**config.mk**
```make
export PLATFORM = sky130hd
export DESIGN_NAME = exmm_stage
export DESIGN_NICKNAME = d
export VERILOG_FILES = /design/src/rtl/exmm_stage.sv
export SDC_FILE = /design/constraint.sdc
export NUM_CORES = 1
export LEC_CHECK = 0
export ABC_AREA = 1
export BUFFER_PORTS_ARGS = -buffer_cell sky130_fd_sc_hd__buf_2
export CORE_AREA = 5 5 163 165
export DETAILED_ROUTE_END_ITERATION = 16
export DIE_AREA = 0 0 168 170
export SLEW_MARGIN = 5
export SYNTH_ARGS = -nofsm -noshare
export SYNTH_HDL_FRONTEND = slang
export SYNTH_SLANG_ARGS = --single-unit
```
**constraint.sdc**
```tcl
create_clock -name CLK -period 1.4 [get_ports CLK]
set_input_delay 0.28 -clock CLK [delete_from_list [all_inputs] [get_ports CLK]]
set_output_delay 0.28 -clock CLK [all_outputs]
set_load 0.05 [all_outputs]
```
**src/rtl/exmm_stage.sv**
```systemverilog
// EX/MEM pipeline register with integrated dcache access controller.
// Holds one entry, issues its load/store until dhit, and freezes upstream meanwhile.
module exmm_stage #(
  parameter int WORD_W = 32,
  parameter int REG_W  = 5
) (
  input  logic              CLK,
  input  logic              nRST,
  input  logic              ihit,
  input  logic              flush,
  input  logic              ex_valid,
  input  logic              ex_memren,
  input  logic              ex_memwen,
  input  logic              ex_regwen,
  input  logic [1:0]        ex_memtoreg,
  input  logic              ex_halt,
  input  logic [REG_W-1:0]  ex_rd,
  input  logic [WORD_W-1:0] ex_aluout,
  input  logic [WORD_W-1:0] ex_store,
  input  logic [WORD_W-1:0] ex_npc,
  input  logic              dhit,
  input  logic [WORD_W-1:0] dmemload,
  output logic              dmemREN,
  output logic              dmemWEN,
  output logic [WORD_W-1:0] dmemaddr,
  output logic [WORD_W-1:0] dmemstore,
  output logic              stall,
  output logic              mm_valid,
  output logic              mm_regwen,
  output logic [1:0]        mm_memtoreg,
  output logic              mm_halt,
  output logic [REG_W-1:0]  mm_rd,
  output logic [WORD_W-1:0] mm_aluout,
  output logic [WORD_W-1:0] mm_npc,
  output logic [WORD_W-1:0] mm_load,
  output logic              misalign,
  output logic              halt
);

  typedef enum logic [1:0] {IDLE, ACCESS, DONE} state_t;

  state_t              state_q, state_d;
  logic                valid_q, regwen_q, memren_q, memwen_q, ehalt_q;
  logic [1:0]          memtoreg_q;
  logic [REG_W-1:0]    rd_q;
  logic [WORD_W-1:0]   aluout_q, store_q, npc_q, load_q;
  logic                misalign_q, halt_q;

  logic                in_access;
  logic                adv, latch;
  logic                new_valid, new_access, new_misalign;

  assign in_access    = (state_q == ACCESS);
  assign stall        = in_access & ~dhit;
  assign adv          = ihit & ~stall & ~halt_q;
  // An outstanding access owns the entry: a zero-wait dhit completes into DONE
  // rather than being overwritten by a same-edge advance.
  assign latch        = adv & ~in_access;
  assign new_valid    = ex_valid & ~flush;
  assign new_access   = new_valid & (ex_memren | ex_memwen) & ~ex_halt;
  assign new_misalign = new_access & (ex_aluout[1:0] != 2'b00);

  always_comb begin
    state_d = state_q;
    case (state_q)
      ACCESS:  if (dhit) state_d = DONE;
      default: if (latch) state_d = (new_access & ~new_misalign) ? ACCESS : IDLE;
    endcase
  end

  always_ff @(posedge CLK or negedge nRST) begin
    if (!nRST) state_q <= IDLE;
    else       state_q <= state_d;
  end

  always_ff @(posedge CLK or negedge nRST) begin
    if (!nRST) begin
      valid_q    <= 1'b0;
      regwen_q   <= 1'b0;
      memren_q   <= 1'b0;
      memwen_q   <= 1'b0;
      ehalt_q    <= 1'b0;
      memtoreg_q <= '0;
      rd_q       <= '0;
      aluout_q   <= '0;
      store_q    <= '0;
      npc_q      <= '0;
      load_q     <= '0;
      misalign_q <= 1'b0;
      halt_q     <= 1'b0;
    end else begin
      if (latch) begin
        valid_q    <= new_valid;
        regwen_q   <= new_valid & ex_regwen & ~new_misalign;
        memren_q   <= new_valid & ex_memren;
        memwen_q   <= new_valid & ex_memwen;
        ehalt_q    <= new_valid & ex_halt;
        memtoreg_q <= new_valid ? ex_memtoreg : '0;
        rd_q       <= new_valid ? ex_rd       : '0;
        aluout_q   <= new_valid ? ex_aluout   : '0;
        store_q    <= new_valid ? ex_store    : '0;
        npc_q      <= new_valid ? ex_npc      : '0;
        misalign_q <= misalign_q | new_misalign;
        halt_q     <= halt_q | (new_valid & ex_halt);
      end
      if (in_access && dhit && memren_q) load_q <= dmemload;
    end
  end

  assign dmemREN     = in_access & memren_q;
  assign dmemWEN     = in_access & memwen_q;
  assign dmemaddr    = in_access ? aluout_q : '0;
  assign dmemstore   = in_access ? store_q  : '0;

  assign mm_valid    = valid_q;
  assign mm_regwen   = regwen_q;
  assign mm_memtoreg = memtoreg_q;
  assign mm_halt     = ehalt_q;
  assign mm_rd       = rd_q;
  assign mm_aluout   = aluout_q;
  assign mm_npc      = npc_q;
  assign mm_load     = load_q;
  assign misalign    = misalign_q;
  assign halt        = halt_q;

endmodule

```
==> results.py <==
metrics = {
    "die": {
        "fp.dieW_um": 168,
        "core_um2": 24900,
        "row_count": 58,
        "die_area_um2": 28600,
        "die_h_um": 170,
        "io_pins": 320,
        "initial_utilization_pct": 24.7,
    },
    "clock_network": {
        "cts_root_buffer": "clkbuf_16",
        "cts.path.max_buffers": 2,
        "cts.sinks": 144,
        "cts_buffers": 17,
        "clock_latency_ps": 410,
        "cts_tree": "built",
        "clk_pin_slew_worst_paths_ps": 60,
        "cts.htree.levels": 4,
    },
    "sta": {
        "rsz0062_at_grt": "true",
        "worst_pin_slew_ps": 454,
        "finalWorstPathRequiredPeriod_ps": 1840,
        "setup_viol": 144,
        "slew_headroom_pct": 69.6,
        "setup_ws_ps": -437,
        "hold_viol": 0,
        "skew_ps": 9.32,
        "drv_slew": 0,
        "period_share_pct": 131,
        "fmax_mhz": 544,
    },
    "grt": {
        "grt.overflow.total": 0,
        "grt_pass1_vias": 6014,
        "grt_max_degree": 56,
        "antenna_found_initial": 1,
        "grt_use_total_pct": 14.1,
        "grt_first_pass_wirelength_um": 32600,
    },
    "finish": {
        "area_growth_pct": 67.0,
        "final_cell_area_um2": 10300,
        "stdcell_count": 1400,
        "drive_gt1_share_pct": 45.0,
        "nFillCells": 2433,
        "fin_nets": 1201,
    },
    "setup_path": {
        "worst_ep_arrival_time_ps": 1560,
        "end_kind": "output port",
        "startpoint_type": "register",
        "critPathRequiredTime_ps": 1120,
        "crit_fanout": 8,
        "worstSetupStartpoint": "state_q[1]",
        "setup.worst_path.class": "register to output port",
        "r2r_slack_ps": -230,
        "reg2reg_from": "state_q[1]",
        "worstRegToRegCells": 9,
        "reg2reg_to": "mm_load[0]",
    },
    "power": {
        "power_density_nw_per_um2": 943,
        "peakVddDrop_uv": 649,
        "clock_power_share_pct": 52.5,
        "power.switching_uw": 2040,
        "p_comb_share_pct": 4.5,
        "p_sw_share_pct": 21.1,
        "power_leakage_uw": 0.00538,
        "pwr-share-seq_pct": 43.0,
        "p_int_uw": 7640,
    },
    "detailed_routing": {
        "routed_wl_um": 21500,
        "drt-pass1-iter-count": 5,
        "wl_met2_um": 10400,
        "drtAntennaViolNets": 0,
        "dr.max_layer_used": "met4",
        "wl_per_cell_um": 15.3,
        "route.met3.wl_um": 1610,
        "drtIter0Drc": 266,
        "drc": 0,
        "m1WireLength_um": 9090,
        "vias_per_cell": 4.26,
        "vias": 5970,
    },
    "placement": {
        "dp_cells": 1354,
        "dp_hpwl_um": 15400,
        "io_buffers": 319,
        "place_congestion": 0.815,
        "placed_area_um2": 8770,
    },
    "synthesis": {
        "synth.distinct_cells": 18,
        "synthCells": 716,
        "syn_area_um2": 6150,
        "synth_nets": 861,
        "yosys_warnings": 0,
        "yosysSeqAreaShare_pct": 58.6,
        "syn_avg_cell_area_um2": 8.59,
        "ys_ff_latch": 144,
    },
    "job": {
        "maxCapViolCount": 0,
    },
    "hold_path": {
        "min_to": "mm_npc[31]",
        "hold_path_startpoint": "ex_npc[31]",
        "hold_class": "primary input to register",
        "hold_depth": 3,
    },
    "run_status": {
        "status": "complete, but fails checks",
        "violations": "setup timing",
    },
}
timing repair:
item | in CTS | in global routing
buffers inserted | 3 | 0
hold endpoints to repair | 26 | 0
pin swaps | 1 | 3
gates resized for setup | 141 | 34
hold buffers | 1 | 0
setup endpoints to repair | 68 | 147
cloned | 1 | 8
cells in the final DEF, fill, tap and decap left out, types with 2 or more instances in the layout:
cell type / n
nor2_2: 11
buf_2: 250
nand3_1: 98
clkinv_4: 4
o21ai_0: 2
buf_6: 56
dfrtp_2: 2
buf_16: 3
nor2_4: 59
buf_8: 13
nand2_8: 2
buf_4: 26
clkbuf_8: 2
dfrtp_1: 142
bufinv_16: 5
buf_12: 16
nand2_1: 155
o21ai_1: 104
clkbuf_16: 23
inv_1: 78
nor2_1: 5
how the worst max path moves through the flow:
| stage | slack (ps) | cells past startpoint | endpoint |
|---|---|---|---|
| after floorplan | -70 | 4 | dmemaddr[14] |
| after global placement | -40 | 5 | dmemaddr[29] |
| after detailed placement | -60 | 4 | dmemaddr[29] |
| after CTS | -440 | 5 | dmemstore[29] |
| after global routing | -520 | 5 | dmemaddr[16] |
| final | -440 | 5 | dmemaddr[16] |
critical path, stage by stage (launching register included):
cell and delay [ps]:
dfrtp_1 400, inv_4 120, nand2_8 120, clkbuf_16 220, nor2_2 110, buf_6 160
cell type report:
class                      instances  area, um^2  share of cell area (%)
sequential                       144        3610                    35.1
timing repair buffer             371        2840                    27.6
multi-input combinational        442        2450                    23.8
clock buffer                      20         457                    4.45
tap                              330         413                    4.02
inverter                          80         303                    2.95
clock inverter                    12         206                    2.01
antenna                            1        2.50                  0.0244
cells in the mapped netlist, drive strengths merged:
cell	count	area, um^2
buf	41	268
clkbuf	10	37.5
dfrtp	144	3600
inv	80	300
nand2	158	596
nand3	99	495
nand4	1	6.26
nor2	75	299
o21ai	106	531
o22ai	2	12.5
flip-flops by register name, indices dropped and copies added (netlist names):
| register | count |
|---|---|
| state_q | 2 |
| mm_valid | 1 |
| memren_q | 1 |
| misalign | 1 |
| mm_aluout | 32 |
| mm_rd | 5 |
| mm_regwen | 1 |
| mm_load | 32 |
| mm_halt | 1 |
| mm_npc | 32 |
| memwen_q | 1 |
| store_q | 32 |
| mm_memtoreg | 2 |
| halt | 1 |
through the flow:
stage	setup slack (ps)	hold WS [ps]	total power [uW]	util, %	setup TNS, ps
CTS	-436	76.6	9850	39.9	-32020
global route	-517	83.5	10100	41.2	-52760
floorplan	-66.3	-15.6	4320	-	-1190
finish	-437	101	9680	41.3	-38100
detailed placement	-63.9	220	4680	35.2	-1860
global placement	-41.9	223	4680	35.2	-845
layer usage:
metal / up-vias / global-route usage, %
met3: 25 / 4.74
met5: - / 0
met1: 2763 / 18.2
met4: 0 / 4.20
li1: 2950 / -
met2: 232 / 22.8
power groups by stage:
| stage | sequential (uW) | clock, uW | combinational, uW |
|---|---|---|---|
| floorplan | 4240 | 0 | 75.2 |
| global placement | 4240 | 0 | 435 |
| detailed placement | 4240 | 0 | 440 |
| CTS | 4160 | 5240 | 446 |
| global route | 4160 | 5430 | 493 |
| finish | 4160 | 5080 | 438 |
cell families (layout without fill, tap and decap cells):
family | after synthesis | in the layout | synth area share [%]
AO/OA/AOI/OAI | 108 | 108 | 8.83
buffers and inverters | 131 | 483 | 9.85
flip-flops | 144 | 144 | 58.6
other | 0 | 1 | 0
AND/OR/NAND/NOR | 333 | 334 | 22.7
No activity file was read; power rests on OpenSTA's default activity.
